### src/rtl/lcd_seq.sv
`default_nettype none
// ============================================================================
// Module   : lcd_seq
// Purpose  : Walks the 8-slot LCD command bank and replays each valid entry
//            as timed HD44780 8-bit write cycles (optional address + data).
// Revision : 1.0 - initial release
// ============================================================================
module lcd_seq #(
    parameter int T_SETUP = 3,
    parameter int T_PULSE = 12,
    parameter int T_HOLD  = 2,
    parameter int T_SHORT = 2500,
    parameter int T_LONG  = 82000
) (
    input  logic       clk,
    input  logic       rst,
    input  logic       start,
    input  logic [7:0] Address_in,
    input  logic [7:0] Control_in,
    input  logic [7:0] Data_in,
    output logic [2:0] sel_out,
    output logic [7:0] status,
    output logic       busy,
    output logic       lcd_rs,
    output logic       lcd_rw,
    output logic       lcd_e,
    output logic [7:0] lcd_db
);

    localparam logic [2:0] c_IDLE   = 3'd0;
    localparam logic [2:0] c_FETCH  = 3'd1;
    localparam logic [2:0] c_DECODE = 3'd2;
    localparam logic [2:0] c_SETUP  = 3'd3;
    localparam logic [2:0] c_PULSE  = 3'd4;
    localparam logic [2:0] c_HOLD   = 3'd5;
    localparam logic [2:0] c_WAIT   = 3'd6;
    localparam logic [2:0] c_NEXT   = 3'd7;

    // Timed states load (duration - 1) and leave when the counter reaches 0.
    localparam logic [16:0] c_SETUP_LD = 17'(T_SETUP - 1);
    localparam logic [16:0] c_PULSE_LD = 17'(T_PULSE - 1);
    localparam logic [16:0] c_HOLD_LD  = 17'(T_HOLD - 1);
    localparam logic [16:0] c_SHORT_LD = 17'(T_SHORT - 1);
    localparam logic [16:0] c_LONG_LD  = 17'(T_LONG - 1);
    localparam logic [16:0] c_FETCH_LD = 17'd1;

    logic [2:0]  r_state;
    logic [16:0] r_cnt;
    logic [2:0]  r_slot;
    logic        r_busy;
    logic        r_done;
    logic [7:0]  r_addr_q;
    logic [7:0]  r_ctrl_q;
    logic [7:0]  r_data_q;
    logic        r_addr_phase;
    logic [16:0] r_wait_ld;
    logic        r_lcd_rs;
    logic        r_lcd_e;
    logic [7:0]  r_lcd_db;

    logic        w_cnt_zero;
    logic [16:0] w_data_wait;
    logic        w_unused;

    assign w_cnt_zero  = (r_cnt == 17'd0);
    assign w_data_wait = r_ctrl_q[2] ? c_LONG_LD : c_SHORT_LD;
    assign w_unused    = ^{r_ctrl_q[7:4], r_addr_q[7]};

    always_ff @(posedge clk) begin
        if (rst) begin
            r_state      <= c_IDLE;
            r_cnt        <= 17'd0;
            r_slot       <= 3'd0;
            r_busy       <= 1'b0;
            r_done       <= 1'b0;
            r_addr_q     <= 8'h00;
            r_ctrl_q     <= 8'h00;
            r_data_q     <= 8'h00;
            r_addr_phase <= 1'b0;
            r_wait_ld    <= 17'd0;
            r_lcd_rs     <= 1'b0;
            r_lcd_e      <= 1'b0;
            r_lcd_db     <= 8'h00;
        end else begin
            case (r_state)
                c_IDLE: begin
                    if (start) begin
                        r_done  <= 1'b0;
                        r_slot  <= 3'd0;
                        r_busy  <= 1'b1;
                        r_cnt   <= c_FETCH_LD;
                        r_state <= c_FETCH;
                    end
                end
                c_FETCH: begin
                    // Bank output lags sel_out by one cycle, so sample on the second cycle.
                    if (w_cnt_zero) begin
                        r_addr_q <= Address_in;
                        r_ctrl_q <= Control_in;
                        r_data_q <= Data_in;
                        r_state  <= c_DECODE;
                    end else begin
                        r_cnt <= r_cnt - 17'd1;
                    end
                end
                c_DECODE: begin
                    if (!r_ctrl_q[1]) begin
                        r_state <= c_NEXT;
                    end else if (r_ctrl_q[3]) begin
                        r_lcd_rs     <= 1'b0;
                        r_lcd_db     <= {1'b1, r_addr_q[6:0]};
                        r_wait_ld    <= c_SHORT_LD;
                        r_addr_phase <= 1'b1;
                        r_cnt        <= c_SETUP_LD;
                        r_state      <= c_SETUP;
                    end else begin
                        r_lcd_rs     <= r_ctrl_q[0];
                        r_lcd_db     <= r_data_q;
                        r_wait_ld    <= w_data_wait;
                        r_addr_phase <= 1'b0;
                        r_cnt        <= c_SETUP_LD;
                        r_state      <= c_SETUP;
                    end
                end
                c_SETUP: begin
                    if (w_cnt_zero) begin
                        r_lcd_e <= 1'b1;
                        r_cnt   <= c_PULSE_LD;
                        r_state <= c_PULSE;
                    end else begin
                        r_cnt <= r_cnt - 17'd1;
                    end
                end
                c_PULSE: begin
                    if (w_cnt_zero) begin
                        r_lcd_e <= 1'b0;
                        r_cnt   <= c_HOLD_LD;
                        r_state <= c_HOLD;
                    end else begin
                        r_cnt <= r_cnt - 17'd1;
                    end
                end
                c_HOLD: begin
                    if (w_cnt_zero) begin
                        r_cnt   <= r_wait_ld;
                        r_state <= c_WAIT;
                    end else begin
                        r_cnt <= r_cnt - 17'd1;
                    end
                end
                c_WAIT: begin
                    if (w_cnt_zero) begin
                        if (r_addr_phase) begin
                            r_lcd_rs     <= r_ctrl_q[0];
                            r_lcd_db     <= r_data_q;
                            r_wait_ld    <= w_data_wait;
                            r_addr_phase <= 1'b0;
                            r_cnt        <= c_SETUP_LD;
                            r_state      <= c_SETUP;
                        end else begin
                            r_state <= c_NEXT;
                        end
                    end else begin
                        r_cnt <= r_cnt - 17'd1;
                    end
                end
                c_NEXT: begin
                    if (r_slot == 3'd7) begin
                        r_slot  <= 3'd0;
                        r_busy  <= 1'b0;
                        r_done  <= 1'b1;
                        r_state <= c_IDLE;
                    end else begin
                        r_slot  <= r_slot + 3'd1;
                        r_cnt   <= c_FETCH_LD;
                        r_state <= c_FETCH;
                    end
                end
                default: begin
                    r_state <= c_IDLE;
                end
            endcase
        end
    end

    assign sel_out = r_slot;
    assign status  = {3'b000, r_slot, r_done, r_busy};
    assign busy    = r_busy;
    assign lcd_rs  = r_lcd_rs;
    assign lcd_rw  = 1'b0;
    assign lcd_e   = r_lcd_e;
    assign lcd_db  = r_lcd_db;

endmodule
`default_nettype wire
### config.mk
export PLATFORM = sky130hd
export DESIGN_NAME = lcd_seq
export DESIGN_NICKNAME = d
export VERILOG_FILES = /design/src/rtl/lcd_seq.sv
export SDC_FILE = /design/constraint.sdc
export NUM_CORES = 1
export LEC_CHECK = 0
export BUFFER_PORTS_ARGS = -buffer_cell sky130_fd_sc_hd__buf_2
export CORE_ASPECT_RATIO = 1.2
export CORE_UTILIZATION = 50
export DETAILED_ROUTE_END_ITERATION = 12
export PLACE_DENSITY = 0.72
export SLEW_MARGIN = 0
export SYNTH_ARGS = -nofsm -noshare
export SYNTH_HDL_FRONTEND = slang
export SYNTH_SLANG_ARGS = --single-unit
### constraint.sdc
create_clock -name clk -period 6 [get_ports clk]
set_clock_uncertainty 0.15 [all_clocks]
set_input_delay 0 -clock clk [delete_from_list [all_inputs] [get_ports clk]]
set_output_delay 0 -clock clk [all_outputs]
set_load 0.05 [all_outputs]
==> results.toml, run 1 <==
[place]
place_area_um2 = 3080
port_buffers = 40
dpl.hpwl_um = 4170
gp_congestion = 0.797
pre_cts_ws_ns = 2.93

[logic_synthesis]
synth_area_um2 = 2930
yosys_warnings = 0
synthTopCellsByCount = "nand2_1, dfxtp_1, nor2_1, a21oi_1, nand3_1"
syn_inst = 372
synth.top_cell.area_share_pct = 39.6
yosysSeqAreaShare_pct = 39.6
synth_top_area_cell = "dfxtp_1"
ys_top_cells_by_area = "dfxtp_1, nand2_1, a21oi_1, nor2_1, buf_4"
synth-edff-count = 0
synth.distinct_cells = 53
synth-main-ff-cell = "dfxtp_1"
async_reset_ff_share_pct = 0
yosysMostFrequentCell = "nand2_1"
ys_seq_elements = 58
syn_area_per_cell_um2 = 7.89

[critical_path]
cp.arrival_ns = 3.24
crit_start = "r_cnt[0]$_SDFFE_PP0P_"
critical_path_class = "reg -> reg"
worstSetupEndpointType = "register"
r2r_end = "r_cnt[8]$_SDFFE_PP0P_"
startpoint_type = "register"
r2r_cells = 8
cp.required_ns = 6.08
cp_max_fo = 11
regToRegSetupSlack_ns = 2.84
reg2reg_from = "r_cnt[0]$_SDFFE_PP0P_"

[timing]
finalHoldViolCount = 0
drv_slew = 0
worst_slew_pin_slew_ns = 1.04
fin_setup_tns_ns = 0
relSlewSlack_pct = 30.7
fmax_mhz = 316
rsz0062_at_grt = "false"
finalCritPeriodShare_pct = 52.7
min_period_ns = 3.16
fin_ws_ns = 2.84
setup_viol = 0

[pwr]
power_mw = 1.77
p_per_area_nw_per_um2 = 508
combPwrFrac_pct = 45.3
irDropWorstVdd_v = 0.000270
internal_power_uw = 982
seq_power_share_pct = 32.2
clockPowerShare_pct = 22.5
power_switching_share_pct = 44.7
net-switching-power_uw = 792
power_leakage_nw = 1.35

[global_routing]
grt_pass1_vias = 2461
grt_pass1_wl_um = 11100
antenna_found_initial = 0
overflow = 0
grt_max_degree = 53
grt_util_all_layers_pct = 23.1

[clock_tree]
cts-root-buf = "clkbuf_8"
clkLatencyLatePin_ns = 0.34
cts_max_level = 3
cts_made_buffers = 9
post_cts_resize_count = 0
cts.sinks = 58
cts_tree = "built"
cts.path.max_buffers = 2
clk_pin_slew_ns = 0.07

[die]
die_area_um2 = 6180
placeableCoreArea_um2 = 5670
fp.dieW_um = 71.9
row_count = 30
start_util_pct = 51.8
num_io_pins = 50
die-height_um = 85.9

[route]
antenna_left = 0
drtIter0Drc = 204
num_vias = 2701
wl_per_cell_um = 13.4
first_pass_iters = 5
drt_wl_total_um = 6700
drc = 0
vias_per_cell = 5.41

[final_layout]
nNetsFinal = 445
final_layout_size_suffix_gt1_share_pct = 16.2
fillers = 491
area_growth_syn_to_layout_pct = 19.1
finalInstanceArea_um2 = 3490
diodes = 0
fin_util_pct = 61.6

[outcome]
status = "completed"

[worst_hold_path]
hold_class = "in -> reg"
holdPathStages = 2
min_delay_worst_endpoint = "sel_out[1]$_SDFFE_PP0P_"
holdCritStartpoint = "rst"

[job]
cap_violations = 0
==> how the worst max path moves through the flow <==
stage | endpoint | slack, ns | depth (start not counted)
final | r_cnt[8]$_SDFFE_PP0P_ | 2.84 | 8
after global routing | r_cnt[8]$_SDFFE_PP0P_ | 2.65 | 8
after CTS | r_cnt[8]$_SDFFE_PP0P_ | 2.91 | 8
after detailed placement | r_cnt[8]$_SDFFE_PP0P_ | 2.93 | 8
after global placement | r_cnt[8]$_SDFFE_PP0P_ | 2.96 | 8
after floorplan | r_cnt[14]$_SDFFE_PP0P_ | 3.76 | 7
==> power by group through the flow <==
stage / combinational (mW) / clock, mW / sequential, mW
2_1_floorplan: 0.693 / 0 / 0.531
3_3_place_gp: 0.768 / 0 / 0.573
3_5_place_dp: 0.781 / 0 / 0.577
4_1_cts: 0.798 / 0.404 / 0.569
5_1_grt: 0.895 / 0.420 / 0.585
6_report: 0.804 / 0.399 / 0.571
==> worst max-delay path, stage by stage, from the launching register on <==
cell and delay (ns):
dfxtp_1 0.35, inv_1 0.14, ha_1 0.17, nor4b_2 0.35, nand4_1 0.50, o21ai_1 0.88
nor3b_1 0.24, a21oi_1 0.20, o21ai_1 0.07
==> cell type report <==
| class | instances | area (µm²) | area share [%] |
|---|---|---|---|
| multi-input cells | 276 | 1570 | 45.0 |
| flip-flops and latches | 58 | 1160 | 33.2 |
| repair buffers | 62 | 415 | 11.9 |
| clock buffers | 9 | 124 | 3.55 |
| well taps | 80 | 100 | 2.87 |
| clock inverters | 7 | 93.8 | 2.69 |
| inverters | 7 | 26.3 | 0.752 |
==> stage by stage <==
step	cells	hold WS, ns
4_1_cts	499	0.153
5_1_grt	499	0.206
2_1_floorplan	375	-0.00955
3_5_place_dp	463	0.0993
6_report	499	0.168
3_3_place_gp	463	0.0963
==> logic make-up after synthesis <==
family	synth area share (%)
and+or+nand+nor	27.1
xor gates and xnor gates	2.39
buffers and inverters	7.21
adders and majority gates	1.71
muxes	2.73
AOI/OAI and AO/OA	19.2
DFF	39.6
other	0.128
==> per-layer routing <==
layer  track usage [%]  routed length (µm)  vias to the layer above
li1                  -                   -                     1379
met1              28.2                3020                     1241
met2              38.0                3280                       71
met3              5.05                 294                       10
met4              12.3                 104                        0
met5                 0                   0                        -
==> sequential cells by signal, summed over array words and instances, names as in the netlist, 3 cells and up <==
signal / cells
r_state: 3
r_ctrl_q: 4
r_addr_q: 7
r_wait_ld: 3
r_data_q: 8
sel_out: 3
r_cnt: 17
lcd_db: 8
==> placed cells by master (no fill, tap or decap), types with 7 or more instances in the layout <==
cell and instances:
nand3_1 16, dlygate4sd3_1 20, mux2i_1 8, buf_2 40
dfxtp_1 58, clkbuf_8 9, inv_1 7, nor3_1 12
o21ai_0 8, nor2_1 48, a21oi_1 38, a211oi_1 8
nand2_1 59
==> repair_timing <==
action	4_1_cts	5_1_grt
setup buffers	0	0
hold buffers	20	0
setup endpoints to repair	0	0
hold endpoints to repair	20	0
Power figures use the tool's default switching activity.
==> inputs of run 2 (changes only) <==
--- a/config.mk
+++ b/config.mk
@@ -9,7 +9,7 @@
 export CORE_ASPECT_RATIO = 1.2
 export CORE_UTILIZATION = 50
 export DETAILED_ROUTE_END_ITERATION = 12
-export PLACE_DENSITY = 0.72
+export PLACE_DENSITY = 0.75
 export SLEW_MARGIN = 0
 export SYNTH_ARGS = -nofsm -noshare
 export SYNTH_HDL_FRONTEND = slang
==> constraint.sdc (replaced) <==
create_clock -name clk -period 2.85 [get_ports clk]
set_clock_uncertainty 0.15 [all_clocks]
set_input_delay 0 -clock clk [delete_from_list [all_inputs] [get_ports clk]]
set_output_delay 0 -clock clk [all_outputs]
set_load 0.05 [all_outputs]
==> run 2 against run 1 <==
Compared with the run above:
- setup slack worse by 2.6 ns
- sequential power up 100%
- sequential share of layout area down 0.99 points
- non-clock buffer count up 14
- combinational power up 140%
- core utilization up 1.9 points
- count of clock-buffer cells in the layout unchanged
- die area unchanged
- final cell count up 2.8%
- clock power up 110%
- critical endpoint is now r_cnt[0]$_SDFFE_PP0P_
==> results.toml, run 2 (same netlist as run 1, synthesis figures left out) <==
[pwr]
clockPowerShare_pct = 21.3
net-switching-power_mw = 1.68
p_per_area_nw_per_um2 = 1070
power_mw = 3.87
power_switching_share_pct = 43.5
power_leakage_nw = 1.42
internal_power_mw = 2.19
combPwrFrac_pct = 49.2
irDropWorstVdd_v = 0.000676
seq_power_share_pct = 29.5

[clock_tree]
clk_pin_slew_ns = 0.07
cts_tree = "built"
clkLatencyLatePin_ns = 0.33
post_cts_resize_count = 0
cts_made_buffers = 9
cts.sinks = 58
cts.path.max_buffers = 2
cts_max_level = 3
cts-root-buf = "clkbuf_8"

[final_layout]
registers.top_by_ff_count = "r_cnt"
nNetsFinal = 459
stdcell_count = 513
final_layout_size_suffix_gt1_share_pct = 18.7
layout_common_cells = "nand2_1, dfxtp_1, nor2_1, buf_2, a21oi_1"
diodes = 0
final_common_cell = "nand2_1"
area_growth_syn_to_layout_pct = 22.7
largest_register_ff_count = 17

[die]
die_area_um2 = 6180
placeableCoreArea_um2 = 5670
num_io_pins = 50
die-height_um = 85.9
row_count = 30
fp.dieW_um = 71.9
start_util_pct = 51.8

[timing]
drv_slew = 0
fmax_mhz = 388
finalHoldViolCount = 0
setup_viol = 0
fin_ws_ns = 0.270
relSlewSlack_pct = 61.1
worst_slew_pin_slew_ns = 0.578
fin_setup_tns_ns = 0
rsz0062_at_grt = "false"
min_period_ns = 2.58
finalCritPeriodShare_pct = 90.5

[route]
drt_wl_total_um = 6900
drc = 0
vias_per_cell = 5.42
num_vias = 2783
first_pass_iters = 4
wl_per_cell_um = 13.4
drtIter0Drc = 144
antenna_left = 0

[outcome]
status = "completed"

[place]
port_buffers = 40
dpl.hpwl_um = 4510
place_inst = 476
pre_cts_ws_ns = 0.365
gp_congestion = 0.857

[global_routing]
grt_util_all_layers_pct = 24.1
antenna_found_initial = 0
grt_pass1_vias = 2599
grt_pass1_wl_um = 11700
grt_max_degree = 52
overflow = 0

[critical_path]
cp.arrival_ns = 2.68
startpoint_type = "register"
slowest_stage = "or3_1"
crit_chain = "inv_1, ha_1, nor4b_2, nand4_1, buf_4, a21oi_1, o21ai_1, or3_1, a221oi_2"
cp.required_ns = 2.95
cp_max_fo = 6
critical_path_class = "reg -> reg"
worstSetupEndpointType = "register"
crit_path_max_incr_delay_ns = 0.36

[worst_hold_path]
hold_class = "in -> reg"

[job]
cap_violations = 0
## run 2: worst paths after layout
path	start	end	slack, ns	cells past startpoint
worst max-delay path	r_cnt[0]$_SDFFE_PP0P_	r_cnt[0]$_SDFFE_PP0P_	0.27	9
worst max register to register	r_cnt[0]$_SDFFE_PP0P_	r_cnt[0]$_SDFFE_PP0P_	0.27	9
worst min register to register	r_data_q[3]$_SDFFE_PP0P_	r_data_q[3]$_SDFFE_PP0P_	0.30	2
worst min-delay path	Address_in[2]	r_addr_q[2]$_SDFFE_PP0P_	0.30	4
## run 2: worst max-delay path: cells and delay by family (launching register included)
kind / cells / cell delay (ns)
buf+inv: 2 / 0.41
flops: 1 / 0.35
simple gates: 3 / 1.01
compound gates: 3 / 0.41
fa+ha+maj: 1 / 0.17
## run 2: repair_timing
item / 4_1_cts / 5_1_grt
setup buffers: 0 / 0
hold endpoints to repair: 21 / 0
hold buffers: 21 / 0
## run 2: metal layers
| metal | GRT usage (%) | vias to the layer above | share of wire [%] |
|---|---|---|---|
| li1 | - | 1411 | - |
| met1 | 28.8 | 1318 | 45 |
| met2 | 40.7 | 41 | 51 |
| met3 | 5.41 | 13 | 2.3 |
| met4 | 11.6 | 0 | 2.1 |
| met5 | 0 | - | 0 |
## run 2: layout make-up
type,count,area [µm²]
clock inverter,7,93.8
inverter,7,26.3
tap,80,100
fill,493,2070
clock buffer,9,124
multi-input combinational,276,1570
sequential,58,1160
timing repair buffer,76,523
## run 2: power by group through the flow
stage	Combinational (mW)	Clock (mW)	Sequential, mW
finish	1.90	0.825	1.14
global route	2.11	0.877	1.16
floorplan	1.46	0	1.12
detailed placement	1.85	0	1.15
global placement	1.81	0	1.14
CTS	1.89	0.838	1.13
## run 2: per-stage QoR
stage	instance area (µm²)	hold slack, ns	util [%]
after floorplan	2950	-0.00955	-
after global placement	3170	0.0949	56.0
after detailed placement	3170	0.101	56.0
after CTS	3600	0.288	63.5
after global routing	3600	0.307	63.5
final	3600	0.298	63.5
==> inputs of run 3 (changes only) <==
--- a/config.mk
+++ b/config.mk
@@ -8,6 +8,7 @@
 export BUFFER_PORTS_ARGS = -buffer_cell sky130_fd_sc_hd__buf_2
 export CORE_ASPECT_RATIO = 1.2
 export CORE_UTILIZATION = 50
+export CTS_BUF_LIST = sky130_fd_sc_hd__clkbuf_16
 export DETAILED_ROUTE_END_ITERATION = 12
 export PLACE_DENSITY = 0.75
 export SLEW_MARGIN = 0
==> run 3 against run 2 <==
Compared with the run above:
- fmax grew 0.22%
- sequential power is essentially flat
- clock power grew 38%
- sequential share of layout area shrank 0.88 points
- final cell count is the same
- combinational power is essentially flat
- via count shrank 0.40%
- critical path type unchanged
- critical endpoint unchanged
==> results.toml, run 3 (same netlist as run 1, synthesis figures left out) <==
[timing]
fin_setup_tns_ns = 0
relSlewSlack_pct = 59.6
finalCritPeriodShare_pct = 90.3
min_period_ns = 2.57
worst_hold_slack_ns = 0.299
fin_ws_ns = 0.276
drv_slew = 0
setup_viol = 0
finalHoldViolCount = 0
worst_slew_pin_slew_ns = 0.602
rsz0062_at_grt = "false"
fmax_mhz = 388

[global_routing]
grt_pass1_vias = 2683
grt_pass1_wl_um = 12000
grt_max_degree = 52
grt_util_all_layers_pct = 24.8
overflow = 0
antenna_found_initial = 0

[critical_path]
worstSetupEndpointType = "register"
cp.required_ns = 2.94
cp_max_fo = 6
cp.arrival_ns = 2.66
startpoint_type = "register"
critical_path_class = "reg -> reg"
regToRegSetupSlack_ns = 0.28

[pwr]
seq_power_share_pct = 27.2
net-switching-power_mw = 1.73
combPwrFrac_pct = 45.5
internal_power_mw = 2.46
clockPowerShare_pct = 27.3
power_leakage_nw = 1.46
irDropWorstVdd_v = 0.000650
power_switching_share_pct = 41.3
p_per_area_nw_per_um2 = 1130

[clock_tree]
cts.path.max_buffers = 2
cts.sinks = 58
cts_max_level = 3
cts_made_buffers = 9
clkLatencyLatePin_ns = 0.33
cts-root-buf = "clkbuf_16"
cts_tree = "built"
clk_pin_slew_ns = 0.05
cts_setup_buffers = 0

[die]
die_area_um2 = 6180
row_count = 30
die-height_um = 85.9
num_io_pins = 50
placeableCoreArea_um2 = 5670
fp.dieW_um = 71.9
start_util_pct = 51.8

[route]
drtIter0Drc = 150
first_pass_iters = 4
antenna_left = 0
wl_per_cell_um = 13.7
vias_per_cell = 5.40
drc = 0
num_vias = 2772
drt_wl_total_um = 7030

[place]
gp_congestion = 0.857
dpl.hpwl_um = 4510
port_buffers = 40
pre_cts_ws_ns = 0.365

[final_layout]
registers.top_by_ff_count = "r_cnt"
fillers = 473
diodes = 0
regArea_um2 = 1160
layout_common_cells = "nand2_1, dfxtp_1, nor2_1, buf_2, a21oi_1"
area_growth_syn_to_layout_pct = 26.2
multi_input_area_um2 = 1570
final_layout_size_suffix_gt1_share_pct = 18.7
nNetsFinal = 459
largest_register_ff_count = 17
final_common_cell = "nand2_1"

[outcome]
status = "completed"

[worst_hold_path]
hold_class = "reg -> reg"

[job]
cap_violations = 0
==> run 3: cell counts in the layout (fill, tap and decap cells not counted) <==
Identical to the previous run, type by type.
==> run 3: power groups by stage <==
stage | Combinational [mW] | Clock, mW | Sequential [mW]
2_1_floorplan | 1.46 | 0 | 1.12
3_3_place_gp | 1.81 | 0 | 1.14
3_5_place_dp | 1.85 | 0 | 1.15
4_1_cts | 1.89 | 1.15 | 1.14
5_1_grt | 2.12 | 1.19 | 1.17
6_report | 1.91 | 1.14 | 1.14
==> run 3: layout make-up <==
class / count / share of cell area (%)
repair buffers: 76 / 14.1
clock inverters: 7 / 2.53
well taps: 80 / 2.70
multi-input cells: 276 / 42.5
inverters: 7 / 0.710
clock buffers: 9 / 6.08
flip-flops and latches: 58 / 31.4
==> run 3: worst max-delay path, stage by stage, from the launching register on <==
cell      delay, ns
dfxtp_1        0.35
inv_1          0.15
ha_1           0.16
nor4b_2        0.33
nand4_1        0.31
buf_4          0.26
a21oi_1        0.13
o21ai_1        0.07
or3_1          0.36
a221oi_2       0.21
==> run 3: per-layer routing <==
metal	share of wire [%]	global-route usage, %
met5	0	0
met4	1.9	9.80
met3	3.5	6.46
met2	51	43.6
met1	43	28.5
==> run 3: what timing repair did <==
action / in CTS / in global routing
endpoints found under the setup margin: 0 / 0
resized for setup: 0 / 0
hold buffers: 21 / 0
hold endpoints to repair: 21 / 0
==> run 3: final timing paths <==
| path | from | end | cells past startpoint |
|---|---|---|---|
| max | r_cnt[0]$_SDFFE_PP0P_ | r_cnt[0]$_SDFFE_PP0P_ | 9 |
| min | r_data_q[3]$_SDFFE_PP0P_ | r_data_q[3]$_SDFFE_PP0P_ | 2 |
| max reg2reg | r_cnt[0]$_SDFFE_PP0P_ | r_cnt[0]$_SDFFE_PP0P_ | 9 |
| min reg2reg | r_data_q[3]$_SDFFE_PP0P_ | r_data_q[3]$_SDFFE_PP0P_ | 2 |
==> run 3: per-stage QoR <==
step                power (mW)  utilization (%)  area [µm²]  std cells
detailed placement        3.00             56.0        3170        476
CTS                       4.18             65.3        3700        513
global route              4.48             65.3        3700        513
floorplan                 2.58                -        2950        375
global placement          2.96             56.0        3170        476
finish                    4.19             65.3        3700        513
